===== src/rtl/cache_pkg.sv =====
// cache_pkg: shared widths, FSM state type and tag helpers
// for the 8-way cache set sequencing controller.
package cache_pkg;

    localparam int NWAYS  = 8;
    localparam int TAG_W  = 24;
    localparam int HALT_W = 4;
    localparam int MAIN_W = 20;

    typedef enum logic [2:0] {
        IDLE,
        HFILT,
        PROBE,
        MISS,
        MEM_WAIT,
        FILL,
        RESP
    } ctrlState_t;

    // Per-way compare of the packed halt tags against one key.
    function automatic logic [NWAYS-1:0] haltMatch(
        input logic [NWAYS*HALT_W-1:0] haltTags,
        input logic [HALT_W-1:0]       key
    );
        logic [NWAYS-1:0] hit;
        hit = '0;
        for (int i = 0; i < NWAYS; i++) begin
            hit[i] = (haltTags[i*HALT_W +: HALT_W] == key);
        end
        return hit;
    endfunction

endpackage


===== src/rtl/prio_onehot8.sv =====
// prio_onehot8: lowest-set-bit priority pick over 8 requests,
// giving both a one-hot grant and its 3-bit index.
module prio_onehot8 (
    input  logic [7:0] req,
    output logic [7:0] oneHot,
    output logic [2:0] idx,
    output logic       any
);

    // Scan from the top so the lowest set bit is the last to win.
    always_comb begin
        oneHot = '0;
        idx    = '0;
        for (int i = 7; i >= 0; i--) begin
            if (req[i]) begin
                oneHot = 8'(1) << i;
                idx    = 3'(i);
            end
        end
    end

    assign any = |req;

endmodule


===== src/rtl/cache_set_ctrl.sv =====
// cache_set_ctrl: one-request-at-a-time read sequencer for an 8-way
// set: halt-tag filter, serial main-tag probe, refill on miss.
module cache_set_ctrl
    import cache_pkg::*;
#(
    parameter int LINE_W  = 256,
    parameter int MEM_TMO = 64
) (
    input  logic                    clk,
    input  logic                    reset,
    input  logic                    cpu_req,
    input  logic [31:0]             cpu_addr,
    output logic                    cpu_ready,
    output logic                    cpu_valid,
    output logic                    cpu_hit,
    output logic                    cpu_err,
    output logic [LINE_W-1:0]       cpu_data,
    output logic                    regWrite,
    output logic [NWAYS-1:0]        decOut1b,
    output logic                    inp_viv,
    output logic [TAG_W-1:0]        in_tag,
    input  logic                    out_viv,
    input  logic [NWAYS*HALT_W-1:0] halt_tags,
    input  logic [MAIN_W-1:0]       outMainTag,
    input  logic [LINE_W-1:0]       outData,
    output logic [LINE_W-1:0]       fill_data,
    output logic                    mem_req,
    output logic [31:0]             mem_addr,
    input  logic                    mem_ack,
    input  logic [LINE_W-1:0]       mem_data
);

    localparam int CntW = $clog2(MEM_TMO) + 1;

    ctrlState_t        state;
    ctrlState_t        nextState;
    logic [TAG_W-1:0]  tagQ;
    logic [NWAYS-1:0]  candQ;
    logic [NWAYS-1:0]  candFilt;
    logic [NWAYS-1:0]  candRest;
    logic [NWAYS-1:0]  vshadow;
    logic [2:0]        rrPtr;
    logic [2:0]        victimQ;
    logic              victimRrQ;
    logic [LINE_W-1:0] dataQ;
    logic              hitQ;
    logic              errQ;
    logic [CntW-1:0]   memCnt;
    logic              memTmo;
    logic              mainHit;

    logic [NWAYS-1:0]  probeOh;
    logic [2:0]        probeIdx;
    logic              probeAny;
    logic [NWAYS-1:0]  invOh;
    logic [2:0]        invIdx;
    logic              invAny;
    logic              unusedInvOh;

    prio_onehot8 uProbe (
        .req    (candQ),
        .oneHot (probeOh),
        .idx    (probeIdx),
        .any    (probeAny)
    );

    prio_onehot8 uVictim (
        .req    (~vshadow),
        .oneHot (invOh),
        .idx    (invIdx),
        .any    (invAny)
    );

    assign unusedInvOh = ^invOh;

    // Candidate and match terms shared by next-state and datapath.
    always_comb begin
        candFilt = vshadow & haltMatch(halt_tags, tagQ[HALT_W-1:0]);
        candRest = candQ;
        candRest[probeIdx] = 1'b0;
        mainHit  = out_viv && (outMainTag == tagQ[TAG_W-1:HALT_W]);
        memTmo   = (memCnt == CntW'(MEM_TMO - 1));
    end

    // State register.
    always_ff @(posedge clk or negedge reset) begin
        if (!reset) begin
            state <= IDLE;
        end else begin
            state <= nextState;
        end
    end

    // Next-state decision.
    always_comb begin
        nextState = state;
        unique case (state)
            IDLE: begin
                if (cpu_req) nextState = HFILT;
            end
            HFILT: begin
                nextState = (candFilt == '0) ? MISS : PROBE;
            end
            PROBE: begin
                if (!probeAny)            nextState = MISS;
                else if (mainHit)         nextState = RESP;
                else if (candRest == '0)  nextState = MISS;
            end
            MISS: begin
                nextState = MEM_WAIT;
            end
            MEM_WAIT: begin
                if (mem_ack)      nextState = FILL;
                else if (memTmo)  nextState = RESP;
            end
            FILL: begin
                nextState = RESP;
            end
            RESP: begin
                nextState = IDLE;
            end
            default: begin
                nextState = IDLE;
            end
        endcase
    end

    // Datapath registers: tag, candidates, victim, line, flags, counters.
    always_ff @(posedge clk or negedge reset) begin
        if (!reset) begin
            tagQ      <= '0;
            candQ     <= '0;
            vshadow   <= '0;
            rrPtr     <= '0;
            victimQ   <= '0;
            victimRrQ <= 1'b0;
            dataQ     <= '0;
            hitQ      <= 1'b0;
            errQ      <= 1'b0;
            memCnt    <= '0;
        end else begin
            unique case (state)
                IDLE: begin
                    if (cpu_req) begin
                        tagQ <= cpu_addr[31:8];
                        hitQ <= 1'b0;
                        errQ <= 1'b0;
                    end
                end
                HFILT: begin
                    candQ <= candFilt;
                end
                PROBE: begin
                    if (probeAny && mainHit) begin
                        dataQ <= outData;
                        hitQ  <= 1'b1;
                    end else begin
                        candQ <= candRest;
                    end
                end
                MISS: begin
                    victimQ   <= invAny ? invIdx : rrPtr;
                    victimRrQ <= !invAny;
                    memCnt    <= '0;
                end
                MEM_WAIT: begin
                    if (mem_ack) begin
                        dataQ <= mem_data;
                    end else if (memTmo) begin
                        errQ <= 1'b1;
                    end else begin
                        memCnt <= memCnt + CntW'(1);
                    end
                end
                FILL: begin
                    vshadow[victimQ] <= 1'b1;
                    if (victimRrQ) rrPtr <= rrPtr + 3'd1;
                end
                default: begin
                end
            endcase
        end
    end

    // Output decode; the way select is driven only while probing or filling.
    always_comb begin
        cpu_ready = 1'b0;
        cpu_valid = 1'b0;
        cpu_hit   = 1'b0;
        cpu_err   = 1'b0;
        cpu_data  = dataQ;
        regWrite  = 1'b0;
        decOut1b  = '0;
        inp_viv   = 1'b0;
        in_tag    = '0;
        fill_data = '0;
        mem_req   = 1'b0;
        mem_addr  = '0;
        unique case (state)
            IDLE: begin
                cpu_ready = 1'b1;
            end
            PROBE: begin
                decOut1b = probeOh;
            end
            MEM_WAIT: begin
                mem_req  = 1'b1;
                mem_addr = {tagQ, 8'h00};
            end
            FILL: begin
                regWrite  = 1'b1;
                decOut1b  = 8'(1) << victimQ;
                inp_viv   = 1'b1;
                in_tag    = tagQ;
                fill_data = dataQ;
            end
            RESP: begin
                cpu_valid = 1'b1;
                cpu_hit   = hitQ;
                cpu_err   = errQ;
            end
            default: begin
            end
        endcase
    end

endmodule


===== config.mk =====
export PLATFORM = sky130hd
export DESIGN_NAME = cache_set_ctrl
export DESIGN_NICKNAME = d
export VERILOG_FILES = /design/src/rtl/cache_pkg.sv /design/src/rtl/prio_onehot8.sv /design/src/rtl/cache_set_ctrl.sv
export SDC_FILE = /design/constraint.sdc
export NUM_CORES = 1
export LEC_CHECK = 0
export ABC_AREA = 1
export CAP_MARGIN = 20
export CORE_AREA = 3 3 459 461
export CTS_CLUSTER_SIZE = 16
export DETAILED_ROUTE_END_ITERATION = 10
export DIE_AREA = 0 0 462 464
export DONT_BUFFER_PORTS = 1
export MAX_ROUTING_LAYER = met4
export SKIP_LAST_GASP = 1
export SYNTH_ARGS = -nofsm -noshare
export SYNTH_HDL_FRONTEND = slang
export SYNTH_SLANG_ARGS = --single-unit

===== constraint.sdc =====
create_clock -name clk -period 4.25 [get_ports clk]
set_input_delay 0.6375 -clock clk [delete_from_list [all_inputs] [get_ports clk]]
set_output_delay 0.6375 -clock clk [all_outputs]
set_load 0.01 [all_outputs]

==> results.cfg, run 1 <==
[final_layout]
finalNetCount = 3616
syn2layout_area_growth_pct = 23.6
fill_cells = 24200
drive_gt1_frac = 0.0459
stdcell_count = 5811

[placement]
routabilityCongestion = 0.958
io_buffers = 0
placed_cells = 5670
post-dp-hpwl_um = 134000

[setup_path]
cp.arrival_ps = 3260
worstPathMaxFanout = 86
path_class = flop to primary output
critPathRequiredTime_ps = 3610
critPathLaunchType = flop
critPathCaptureType = primary output

[synthesis]
synth.top_cell.area_share = 0.407
synth_edf_count = 0
yosys_warnings = 0
synth_common_cells = nand2_1, nor2_1, inv_1, dfrtp_1, nand3_1
syn_inst = 3112
avgSynthCellArea_um2 = 6.22
async_flop_share = 1.00
synth_area_leader_cell = dfrtp_1
synthFlopType = dfrtp_1
yosysMostFrequentCell = nand2_1
ys_ff_latch = 315
synth_area_leaders = dfrtp_1, nand2_1, nand3_1, nor2_1, inv_1
yosysSeqAreaShare = 0.407
syn-cell-area_um2 = 19300
netlist-cell-type-count = 35

[timing]
period_minus_slack_ps = 3900
setup_tns_ps = 0
finalHoldViolations = 315
skew_ps = 35.9
finalSetupViolCount = 0
fin_crit_sh = 0.917
tightest_slew_ps = 1180
fmax_mhz = 257
relSlewSlack = 0.215
worst_hold_slack_ps = -289
slew_viol_final = 0
rsz0062_at_grt = no

[run]
cap_violations = 0

[drt]
antenna_left = 0
drc = 0
first_iter_violations = 1806
routed_wl_um = 157000
vias_per_cell = 3.45
num_vias = 20100
drtPass1Iterations = 6
avgRoutedWirePerCell_um = 27.0

[floorplanning]
pin_count = 1184
rows = 167
start_util = 0.0935
die-area_um2 = 214000
core_um2 = 207000
die_h_um = 464
die_x_um = 462

[status]
violations = negative hold slack
status = complete, but fails checks

[global_route]
grt_max_degree = 316
first_global_vias = 18600
overflow = 0
antenna_found_initial = 113
grt_first_pass_wirelength_um = 195000
grt_usage = 0.144

[power_and_ir_drop]
p_per_area_nw_per_um2 = 808
vdd_ir_drop_max_v = 0.000354
p_leak_uw = 0.0120
p_total_uw = 19300

[clock_tree]
insertion_delay_ps = 660
cts-root-buf = clkbuf_16
clk_pin_slew_worst_paths_ps = 60
htree_levels = 2
cts_tree = done
clock-sinks = 315
numCtsBuffers = 45
post_cts_resized = 0
clock_tree.buffer_depth = 3

[hold_path]
hold_path.class = primary input to async pin
[per-layer routing]
metal | routed length [um] | part of all wire | global-route usage
met2 | 68200 | 0.43 | 0.213
met4 | 4020 | 0.026 | 0.0413
met5 | 0 | 0 | -
met1 | 65300 | 0.42 | 0.175
met3 | 19500 | 0.12 | 0.0629
[cells in the final DEF, fill, tap and decap left out, types with 8 or more instances in the layout]
cell	count
a21oi_1	12
buf_12	9
buf_4	34
clkbuf_16	46
clkinv_2	9
conb_1	8
dfrtp_1	315
diode_2	60
inv_1	339
inv_2	9
nand2_1	1469
nand3_1	291
nor2_1	365
o21ai_0	60
xnor2_1	10
[where the power goes]
part	switching, uW	internal [uW]	total (uW)
registers	3060	4360	7420
logic	5730	2000	7730
clock network	1720	2460	4170
total	10500	8820	19300
[flip-flops by register name (all words and copies together), names as in the netlist]
name and cells:
victimQ 3, hitQ 1, memCnt 7, errQ 1, cpu_data 256, state 3, rrPtr 3, vshadow 8
tagQ 24, candQ 8, victimRrQ 1
[critical path, stage by stage (launching register included)]
cell	delay [ps]
dfrtp_1	410
inv_1	150
nor2_1	80
inv_1	90
nor2_2	30
buf_4	210
inv_8	320
buf_4	690
nor2_1	380
[through the flow]
step                instance area (um2)  utilization  worst slack [ps]
global placement                  22200        0.107               783
detailed placement                22200        0.107               785
global route                      23900        0.116               200
finish                            23900        0.116               353
floorplan                         19400            -              2040
CTS                               23800        0.115               361
[area by class of cell]
cell class	instances	area [um2]	area share
Antenna cell	60	150	0.00628
Clock buffer	58	1260	0.0525
Clock inverter	23	310	0.0130
Inverter	353	1350	0.0563
Multi-Input combinational cell	2255	9150	0.383
Sequential cell	315	7880	0.330
Tap cell	2704	3380	0.141
Timing Repair Buffer	43	435	0.0182
[path summary, 6_finish.rpt]
path                              start             to  slack [ps]  cells past startpoint
max                            state[0]  fill_data[46]         350                      8
min                               reset        tagQ[5]        -290                      0
max reg2reg                    tagQ[13]   cpu_data[43]         880                     11
min reg2reg                    rrPtr[2]       rrPtr[2]         470                      1
max in group asynchronous         reset   cpu_data[71]        3610                      0
min in group clk           cpu_addr[11]        tagQ[3]         120                      2
[cell families (layout without fill, tap and decap cells)]
group,count (synthesis),in the layout,synth area share
xor+xnor,11,11,0.00498
buf+inv,549,477,0.123
fa+ha+maj,2,2,0.00129
compound gates,87,87,0.0243
other cells,1,68,0.000194
flops,315,315,0.407
simple gates,2147,2147,0.439
[timing repair]
action                     in CTS  in global routing
buffers inserted                0                  0
setup endpoints to repair       0                  0
hold endpoints to repair      315                315
Note: power is estimated with default switching activity, not from simulation.
==> run 2: changes to the inputs <==
Settings changed: CORE_AREA 3 3 459 461 to 3 3 462 464, DIE_AREA 0 0 462 464 to 0 0 465 467.
Clock period 4.25 ns to 3.92 ns, I/O delays scaled along.
==> results.cfg, run 2 (synthesis gave the netlist of run 1 again) <==
[setup_path]
path_cells = inv_1 > nor2_2 > inv_8 > buf_12 > nor2_1
cp.arrival_ps = 3200
path_class = flop to primary output
critPathRequiredTime_ps = 3330
rr_worst_depth = 12
slowest_stage = nor2_1
critical_path_cell_count = 5
critPathLaunchType = flop
max_stage_delay_ps = 820
critPathBufInv = 3
critPathCaptureType = primary output
worstPathMaxFanout = 151
crit_family = simple AND/OR/NAND/NOR gates

[floorplanning]
die_h_um = 467
die_x_um = 465
rows = 168
core_um2 = 210000
pin_count = 1184
start_util = 0.0923
die-area_um2 = 217000

[placement]
placed_cells = 5782
post-dp-hpwl_um = 134000
io_buffers = 0
routabilityCongestion = 0.955

[global_route]
antenna_found_initial = 129
first_global_vias = 18000
grt_max_degree = 316
overflow = 0
grt_first_pass_wirelength_um = 194000
grt_usage = 0.140

[timing]
setup_tns_ps = 0
finalSetupViolCount = 0
rsz0062_at_grt = no
period_minus_slack_ps = 3790
relSlewSlack = 0.278
slew_viol_final = 0
fmax_mhz = 264
worst_hold_slack_ps = -341
tightest_slew_ps = 1080
fin_crit_sh = 0.966
finalHoldViolations = 315
skew_ps = 40.0

[final_layout]
final_common_cell = nand2_1
final_cell_mix = nand2_1, nor2_1, inv_1, dfrtp_1, nand3_1
syn2layout_area_growth_pct = 25.0
finalNetCount = 3634
largest_reg_flops = 256
stdcell_count = 5952
drive_gt1_frac = 0.0467

[drt]
routed_wl_um = 156000
avgRoutedWirePerCell_um = 26.3
antenna_left = 0
num_vias = 20300
first_iter_violations = 2037
drtPass1Iterations = 6
vias_per_cell = 3.41
drc = 0

[clock_tree]
htree_levels = 2
clk_pin_slew_worst_paths_ps = 60
cts_setup_buffers = 0
cts_hold_buf = 9
clock_tree.buffer_depth = 3
cts-root-buf = clkbuf_16
clock-sinks = 315
numCtsBuffers = 43
cts_tree = done
insertion_delay_ps = 660
post_cts_resized = 0

[power_and_ir_drop]
vdd_ir_drop_max_v = 0.000413
p_leak_uw = 0.0121
p_per_area_nw_per_um2 = 857

[status]
status = complete, but fails checks
violations = negative hold slack

[hold_path]
hold_path.class = primary input to async pin

[run]
cap_violations = 0
run 2: cell count changes in the layout (fill, tap and decap cells not counted), moves of 2 or more:
| cell | previous run | this run |
|---|---|---|
| diode_2 | 60 | 86 |
| dlygate4sd3_1 | 0 | 9 |
| clkinv_4 | 2 | 0 |
| bufinv_16 | 6 | 4 |
| clkbuf_16 | 46 | 43 |
| clkbuf_8 | 6 | 8 |
| clkinv_2 | 9 | 5 |
| clkbuf_1 | 6 | 8 |
| buf_4 | 34 | 43 |
| buf_12 | 9 | 11 |
run 2: where the power goes:
part           internal [uW]  switching, uW  total (uW)
Combinational           2230           5980        8210
Sequential              4720           3590        8310
Clock                   2430           1770        4200
Total                   9390          11300       20700
run 2: worst register-to-register path, cell delays in order (launching register included):
cell and delay, ps:
dfrtp_1 500, inv_2 180, nand2_1 90, nand2_1 60
nor2_1 90, nand2_1 50, nor2_1 190, nand4_2 340
nand2_8 320, buf_12 280, buf_4 460, nand3_1 130
nand2_1 90
run 2: final timing paths:
path | from | to | slack, ps
max | state[2] | fill_data[129] | 130
min | reset | tagQ[22] | -340
max reg2reg | tagQ[11] | cpu_data[15] | 1070
min reg2reg | hitQ | hitQ | 490
max in group asynchronous | reset | cpu_data[73] | 3410
min in group clk | cpu_addr[31] | tagQ[23] | 100
run 2: layer usage:
layer,GRT usage,vias up,routed length (um)
li1,-,9265,-
met1,0.164,9473,62400
met2,0.205,1365,67000
met3,0.0735,195,21600
met4,0.0441,0,5320
met5,-,-,0
run 2: area by class of cell:
cell class	count	area, um2
fillers	24500	185000
multi-input cells	2255	9150
flip-flops and latches	315	7880
well taps	2805	3510
inverters	353	1350
clock buffers	59	1220
repair buffers	63	633
clock inverters	16	218
diodes	86	215
run 2: through the flow:
| step | setup slack (ps) | power (uW) | instance area, um2 | util |
|---|---|---|---|---|
| after global routing | 131 | 22300 | 24100 | 0.115 |
| after CTS | 349 | 21200 | 24000 | 0.114 |
| after detailed placement | 1090 | 16800 | 22400 | 0.107 |
| after floorplan | 1760 | 12300 | 19400 | - |
| after global placement | 1090 | 16700 | 22400 | 0.107 |
| final | 134 | 20700 | 24200 | 0.115 |
